`config.mk`:
```
export PLATFORM = sky130hd
export DESIGN_NAME = fetch_decode_queue
export DESIGN_NICKNAME = d
export VERILOG_FILES = /design/src/rtl/fetch_decode_queue_pkg.sv /design/src/rtl/fetch_decode_queue_mem.sv /design/src/rtl/fetch_decode_queue.sv
export SDC_FILE = /design/constraint.sdc
export NUM_CORES = 1
export LEC_CHECK = 0
export CELL_PAD_IN_SITES_DETAIL_PLACEMENT = 1
export CELL_PAD_IN_SITES_GLOBAL_PLACEMENT = 2
export CORE_ASPECT_RATIO = 1.1
export CORE_UTILIZATION = 37
export CTS_CLUSTER_SIZE = 14
export DETAILED_ROUTE_END_ITERATION = 12
export MAX_ROUTING_LAYER = met4
export PLACE_DENSITY_LB_ADDON = 0.1
export SYNTH_ARGS = -nofsm -noshare
export SYNTH_HDL_FRONTEND = slang
export SYNTH_SLANG_ARGS = --single-unit
```
`constraint.sdc`:
```
create_clock -name clk -period 3 [get_ports clk]
set_input_delay 0.6 -clock clk [delete_from_list [all_inputs] [get_ports clk]]
set_output_delay 0.6 -clock clk [all_outputs]
set_load 0.01 [all_outputs]
```
`src/rtl/fetch_decode_queue_pkg.sv`:
```
// Shared definitions for the fetch/decode instruction queue: NOP encoding,
// default widths and the pointer-width helper.
package fetch_decode_queue_pkg;

  localparam int DEF_INSTR_W = 32;
  localparam int DEF_NPC_W   = 32;
  localparam int DEF_DEPTH   = 4;
  localparam int DEF_STALL_W = 16;

  // MIPS sll $0,$0,0
  localparam logic [31:0] NOP_ENC = 32'h0000_0000;

  function automatic int ptr_w(input int depth);
    return (depth > 1) ? $clog2(depth) : 1;
  endfunction

endpackage

```
`src/rtl/fetch_decode_queue_mem.sv`:
```
// Entry storage for the fetch/decode queue: one synchronous write port,
// one asynchronous read port, no reset.
module fetch_decode_queue_mem #(
  parameter int DEPTH = 4,
  parameter int AW    = 2,
  parameter int W     = 64
) (
  input  logic          clk,
  input  logic          we,
  input  logic [AW-1:0] waddr,
  input  logic [W-1:0]  wdata,
  input  logic [AW-1:0] raddr,
  output logic [W-1:0]  rdata
);

  logic [W-1:0] mem_q [DEPTH];

  always_ff @(posedge clk) begin
    if (we) mem_q[waddr] <= wdata;
  end

  assign rdata = mem_q[raddr];

endmodule

```
`src/rtl/fetch_decode_queue.sv`:
```
// Instruction queue between fetch and decode: valid/ready on both sides,
// synchronous flush on taken branch, saturating stall counter.
module fetch_decode_queue
  import fetch_decode_queue_pkg::*;
#(
  parameter int                 INSTR_W   = DEF_INSTR_W,
  parameter int                 NPC_W     = DEF_NPC_W,
  parameter int                 DEPTH     = DEF_DEPTH,
  parameter logic [INSTR_W-1:0] NOP_INSTR = INSTR_W'(NOP_ENC),
  parameter int                 STALL_W   = DEF_STALL_W
) (
  input  logic                    clk,
  input  logic                    rst,
  input  logic                    push_valid,
  output logic                    push_ready,
  input  logic [INSTR_W-1:0]      push_instr,
  input  logic [NPC_W-1:0]        push_npc,
  output logic                    pop_valid,
  input  logic                    pop_ready,
  output logic [INSTR_W-1:0]      pop_instr,
  output logic [NPC_W-1:0]        pop_npc,
  input  logic                    flush,
  output logic [ptr_w(DEPTH):0]   count,
  output logic                    full,
  output logic                    empty,
  output logic [STALL_W-1:0]      stall_cnt
);

  localparam int AW = ptr_w(DEPTH);
  localparam int CW = AW + 1;
  localparam logic [CW-1:0] DEPTH_C = CW'(DEPTH);

  logic [AW-1:0]            wr_ptr_q, wr_ptr_d;
  logic [AW-1:0]            rd_ptr_q, rd_ptr_d;
  logic [CW-1:0]            count_q, count_d;
  logic [STALL_W-1:0]       stall_q, stall_d;
  logic                     push_fire, pop_fire;
  logic [INSTR_W+NPC_W-1:0] head;

  assign full       = (count_q == DEPTH_C);
  assign empty      = (count_q == '0);
  // push_ready depends only on registered occupancy, never on pop_ready
  assign push_ready = ~full;
  assign pop_valid  = ~empty & ~flush;
  assign push_fire  = push_valid & push_ready & ~flush;
  assign pop_fire   = pop_valid & pop_ready;

  always_comb begin
    wr_ptr_d = wr_ptr_q;
    rd_ptr_d = rd_ptr_q;
    count_d  = count_q;
    stall_d  = stall_q;
    if (push_valid && !push_ready && !(&stall_q)) stall_d = stall_q + 1'b1;
    if (flush) begin
      wr_ptr_d = '0;
      rd_ptr_d = '0;
      count_d  = '0;
    end else begin
      if (push_fire) wr_ptr_d = wr_ptr_q + 1'b1;
      if (pop_fire)  rd_ptr_d = rd_ptr_q + 1'b1;
      case ({push_fire, pop_fire})
        2'b10:   count_d = count_q + 1'b1;
        2'b01:   count_d = count_q - 1'b1;
        default: count_d = count_q;
      endcase
    end
  end

  always_ff @(posedge clk or posedge rst) begin
    if (rst) begin
      wr_ptr_q <= '0;
      rd_ptr_q <= '0;
      count_q  <= '0;
      stall_q  <= '0;
    end else begin
      wr_ptr_q <= wr_ptr_d;
      rd_ptr_q <= rd_ptr_d;
      count_q  <= count_d;
      stall_q  <= stall_d;
    end
  end

  fetch_decode_queue_mem #(
    .DEPTH (DEPTH),
    .AW    (AW),
    .W     (INSTR_W + NPC_W)
  ) u_mem (
    .clk   (clk),
    .we    (push_fire),
    .waddr (wr_ptr_q),
    .wdata ({push_instr, push_npc}),
    .raddr (rd_ptr_q),
    .rdata (head)
  );

  assign pop_instr = pop_valid ? head[INSTR_W+NPC_W-1 -: INSTR_W] : NOP_INSTR;
  assign pop_npc   = pop_valid ? head[NPC_W-1:0] : '0;
  assign count     = count_q;
  assign stall_cnt = stall_q;

endmodule

```
# ---- Yosys cells after proc, flatten, opt, wreduce, memory -nomap -nowiden
# Memories as Yosys holds them, arrays and structs flattened.
# Cells that the tools add are included.
dict set report word_totals {
  regBits 23
  mem_bits_rw 256
  in_bits 69
  out_inout_bits 87
  word_cells 38
  mem_count 1
}
dict set report op_classes {
  add_sub_neg 5
  eq_ne 3
  muxes 10
  n_bitwise 7
  reduce_logical 8
}
# memory depth width read_ports rd_ports_with_merged_regs write_ports line
set memory_table {}
lappend memory_table {u_mem.mem_q 4 64 1 0 1 fetch_decode_queue_mem.sv:16} ;# logic [W-1:0] mem_q [DEPTH];
# op n
set op_table {}
lappend op_table {{$mux 32} 2}
lappend op_table {{$add 16x1->16 const B} 1}
lappend op_table {{$reduce_and 16->1} 1}
lappend op_table {{$mux 2} 4}
lappend op_table {{$pmux 3 s2} 1}
lappend op_table {{$add 2x1->2 const B} 2}
lappend op_table {{$and 1x1->1} 4}
lappend op_table {{$reduce_bool 2->1} 2}
lappend op_table {{$add 3x1->3 const B} 1}
lappend op_table {{$eq 3x3->1 const B} 1}
lappend op_table {{$logic_not 3->1} 1}
lappend op_table {{$mux 3} 1}
lappend op_table {{$not 1->1} 3}
lappend op_table {{$reduce_bool 3->1} 1}
lappend op_table {{$sub 3x1->3 const B} 1}
lappend op_table {{$eq 2x1->1 const B} 1}
lappend op_table {{$eq 2x2->1 const B} 1}
lappend op_table {{$logic_and 1x1->1} 2}
lappend op_table {{$mux 1} 2}
lappend op_table {{$logic_not 1->1} 1}

# ---- Longest topological paths before layout
dict set report logic_depth {
  depth_word 7
  depth_mapped 10
  mapped_depth_nobuf 8
}

# ---- Hierarchy
# From an unflattened synthesis, not the netlist that was laid out.
dict set report hier_totals {
  cells_unflattened 539
  hier_area_um2 11086.9
}
# mod instances cells_each area_each_um2 seq_area_each_um2
set modules_own_cells {}
lappend modules_own_cells {fetch_decode_queue_mem 1 338 9341.5 7687.4}
lappend modules_own_cells {fetch_decode_queue 1 201 1745.4 575.6}

# ---- Worst setup path before layout
# Ideal clock, no wire load.
dict set report synth_timing {
  path_kind {register to register}
  start {register count_q[2], in the netlist count[2]}
  end {memory u_mem.mem_q[0][0] (enable)}
  setup_ns 0.429
  t_arrival_ns 2.664
  t_required_ns 2.571
  setup_slack_ns -0.093
  stages_incl_launch_ff 7
  n_path_buf 2
  period_less_slack_ns 3.093
  cell_sequence {dfrtp_1 -> buf_4 -> or3b_1 -> buf_2 -> nand2_2 -> nor2_1 -> and2_1}
}
dict set report synth_via {
  elab_chain_cells 6
}
# item line
set synth_lines {}
lappend synth_lines {{from (decl)} fetch_decode_queue.sv:35} ;# logic [CW-1:0] count_q, count_d;
lappend synth_lines {{from (signal assigned)} fetch_decode_queue.sv:78} ;# count_q <= count_d;
lappend synth_lines {{$eq 3x3->1} fetch_decode_queue.sv:40} ;# assign full = (count_q == DEPTH_C);
lappend synth_lines {{$not 1->1} fetch_decode_queue.sv:43} ;# assign push_ready = ~full;
lappend synth_lines {{net push_ready} fetch_decode_queue.sv:15} ;# output logic push_ready,
lappend synth_lines {{$and 1x1->1 (2 in series)} fetch_decode_queue.sv:45} ;# assign push_fire = push_valid & push_ready & ~flush;
lappend synth_lines {{$mux 1} fetch_decode_queue_mem.sv:19} ;# if (we) mem_q[waddr] <= wdata;
lappend synth_lines {{$mux 1 (not written as such)} fetch_decode_queue_mem.sv:19}
lappend synth_lines {{to (decl)} fetch_decode_queue_mem.sv:16}
# The timed path passes the listed nets, and every way through them passes these cells.

# ---- Worst setup path in the final report
dict set report layout_timing {
  start {register rd_ptr_q[0]}
  end {output port pop_instr[24]}
}
dict set report layout_via {
  elab_chain_cells 2
}
# item line
set layout_lines {}
lappend layout_lines {{from (decl)} fetch_decode_queue.sv:34} ;# logic [AW-1:0] rd_ptr_q, rd_ptr_d;
lappend layout_lines {{from (signal assigned)} fetch_decode_queue.sv:77} ;# rd_ptr_q <= rd_ptr_d;
lappend layout_lines {{$mem_v2 4x64} -}
lappend layout_lines {{$mux 32} fetch_decode_queue.sv:96} ;# assign pop_instr = pop_valid ? head[INSTR_W+NPC_W-1 -: INSTR_W] : NOP_INSTR;
lappend layout_lines {{to (decl)} fetch_decode_queue.sv:20} ;# output logic [INSTR_W-1:0] pop_instr,
# Every way passes these cells.

==> summary.txt <==
STA
  • Relative slew slack: 0.681
  • Period utilization: 0.970
  • Final Hold Fails: 0
  • Slew Limit Fails: 0
  • Slew @ Worst Pin: 0.475 ns
  • RSZ-0062 raised after global routing: no
  • Worst setup margin: 0.0897 ns
  • Final hold slack: 0.430 ns
  • Peak Freq: 344 MHz
  • Fin crit period: 2.91 ns
  • Max Clock Skew: 0.0121 ns
  • Final setup viols: 0
  • Setup TNS Final: 0 ns

Synthesis
  • Synth cell count leaders: edfxtp_1, and2_1, mux4_2
  • Post-synth top area cell: edfxtp_1
  • Synthesized area: 0.0110 mm2
  • Synthesized area per cell: 20.6 um2
  • Sequential element share of the synthesized area: 0.754
  • Synthesized net count: 607
  • Share of the synthesized area in the top cell type: 0.701
  • Synth warn: 0
  • Top_reg_cell synth: edfxtp_1
  • Area contributors post-synth: edfxtp_1, mux4_2, dfrtp_1, and2_1, xor2_1
  • Post-synthesis register bit count: 279
  • Netlist cell types: 42
  • Cells after Synth: 532
  • Post-synth EDFFs: 256
  • Most frequent cell after synthesis: edfxtp_1
  • Async SR Flop Fraction: 0.0824

Finish
  • Final instance area: 0.0143 mm2
  • Nets: 805
  • Layout cells sized above 1: 0.217
  • Syn-to-layout area delta: 30.5%
  • Number of diodes: 0
  • Util after Layout: 0.496

Global route
  • Global route overflow: 0
  • First-pass GRT wire length: 35500 um
  • Vias in the first global route: 6215
  • All-Layer GR Usage: 0.159
  • Initial antenna violation count: 0
  • Largest net degree at the start of global routing: 39

Drt
  • Detailed-route via count: 5580
  • First DRT Iteration DRCs: 256
  • Pre-antenna DRT Iters: 9
  • Final WL: 22600 um
  • Final ANT Viol Nets: 0
  • WL/cell: 20.2 um
  • Via density: 4.99
  • # DRC: 11

Die
  • Top-level I/O count: 156
  • Die Footprint: 0.0303 mm2
  • Starting Density: 0.380
  • Core ar.: 0.0289 mm2
  • Die width: 166 um
  • Die Y: 183 um
  • Row count: 65

Pwr
  • Maximum VDD drop: 0.338 mV
  • Int Power: 7.92 mW
  • PwrDens: 737 mW/mm2
  • P_sw: 2.62 mW
  • P_leak: 5.19 nW
  • Clock power frac: 0.312
  • Part of the power in registers: 0.435
  • Sw Share: 0.249
  • Comb pwr share: 0.253

Clock network
  • Worst-case clock buffer depth: 3
  • H-tree levels: 1
  • Worst-Skew Late Latency: 0.53 ns
  • CTS tree: yes
  • Number of buffers created by CTS: 29
  • Worst-path clk slew: 0.06 ns
  • Root Buffer: clkbuf_16
  • Clock Sink Count: 279

Worst setup path
  • Worst setup path startpoint: rd_ptr_q[0]
  • Worst Path Required: 2.40 ns
  • Crit start category: flip-flop
  • CP Max Fanout: 14
  • Register-to-Register Path Depth: 9
  • Setup crit end kind: primary output
  • Worst R2R Start: count[1]
  • CP Data Arrival Time: 2.31 ns
  • Crit Path Class: flip-flop to primary output
  • FF-to-FF End: count[2]
  • Reg2Reg Setup Slack: 0.64 ns

Outcome
  • Failing checks: DRC
  • Status: complete, but fails checks

Placement
  • Pre-CTS setup slack: 0.156 ns
  • HPWL after DPL: 13700 um
  • Post-DP Area: 0.0133 mm2
  • Port bufs: 155
  • Gpl congestion: 0.726

Min path
  • Worst Hold Class: input port to async pin

Job
  • Max-cap viol count: 0
[worst max-delay path, stage by stage (launching register included)]
cell and delay [ns]:
dfrtp_4 0.42, buf_12 0.14, buf_4 0.13, buf_16 0.17
mux4_2 0.50, and2_1 0.19, clkdlybuf4s15_1 0.23
[stage by stage]
stage,std cells,total power [mW]
floorplan,532,6.05
global placement,1057,7.25
detailed placement,1057,7.29
CTS,1116,10.7
global route,1119,11.0
finish,1119,10.5
[cell families (layout without fill, tap and decap cells)]
kind of cell               after synthesis  after routing  share of synthesized area
DFF                                    279            279                      0.754
and+or+nand+nor                        122            122                     0.0707
muxes                                   65             65                      0.133
buffers and inverters                   30            249                     0.0119
xor gates and xnor gates                19             19                     0.0164
AOI/OAI and AO/OA                       11             11                    0.00719
adders and majority gates                6              6                    0.00753
[layout by cell type (no fill, tap or decap), drive strengths merged, types with 4 or more instances in the layout]
cell           netlist  final
mux4                64     64
ha                   5      5
nor2                 8      8
clkdlybuf4s50        0     91
nor4                 5      5
nand3                9      9
buf                 12     38
clkinv               0     12
dlymetal6s2s         0     22
dfrtp               23     23
clkdlybuf4s15        0     21
and2                69     69
nand4                5      5
xor2                16     16
nand2                9      9
inv                  4      4
dlygate4sd2          0     12
clkbuf              14     46
edfxtp             256    256
nor3                 7      7
[repair_timing]
action                                  in CTS  in global routing
endpoints found under the setup margin      64                 23
gates resized for setup                     50                 67
setup buffers                                7                  3
gates cloned                                 0                  0
hold buffers                                 0                  0
pin swaps                                    0                  0
[registers in the layout, summed over array words and instances, names as in the netlist]
name	count
rd_ptr_q	2
count	3
stall_cnt	16
u_mem.mem_q	256
wr_ptr_q	2
[per-layer routing]
layer  track usage  vias up  wire length (um)
met4        0.0348        0               352
li1              -     2523                 -
met3        0.0271       30              1050
met1         0.196     2888              9860
met2         0.274      139             11300
met5             -        -                 0
[power groups by stage]
| stage | clock network [mW] | registers (mW) | logic [mW] |
|---|---|---|---|
| global placement | 0 | 4.70 | 2.56 |
| finish | 3.29 | 4.58 | 2.67 |
| global route | 3.52 | 4.60 | 2.90 |
| CTS | 3.40 | 4.58 | 2.69 |
| detailed placement | 0 | 4.71 | 2.58 |
| floorplan | 0 | 4.63 | 1.42 |
[final cells by class]
| class | instances | area (um2) |
|---|---|---|
| flip-flops and latches | 279 | 8270 |
| clock buffers | 37 | 756 |
| inverters | 4 | 15.0 |
| clock inverters | 15 | 114 |
| fillers | 2667 | 14600 |
| well taps | 368 | 460 |
| repair buffers | 193 | 2090 |
| multi-input cells | 223 | 2600 |
[how the worst max path moves through the flow]
| stage | cells past startpoint | endpoint |
|---|---|---|
| floorplan | 6 | u_mem.mem_q[0][0] |
| global placement | 5 | pop_instr[25] |
| detailed placement | 5 | pop_instr[25] |
| CTS | 5 | pop_instr[31] |
| global route | 6 | pop_npc[23] |
| finish | 6 | pop_instr[24] |
Power figures use the tool's default switching activity.
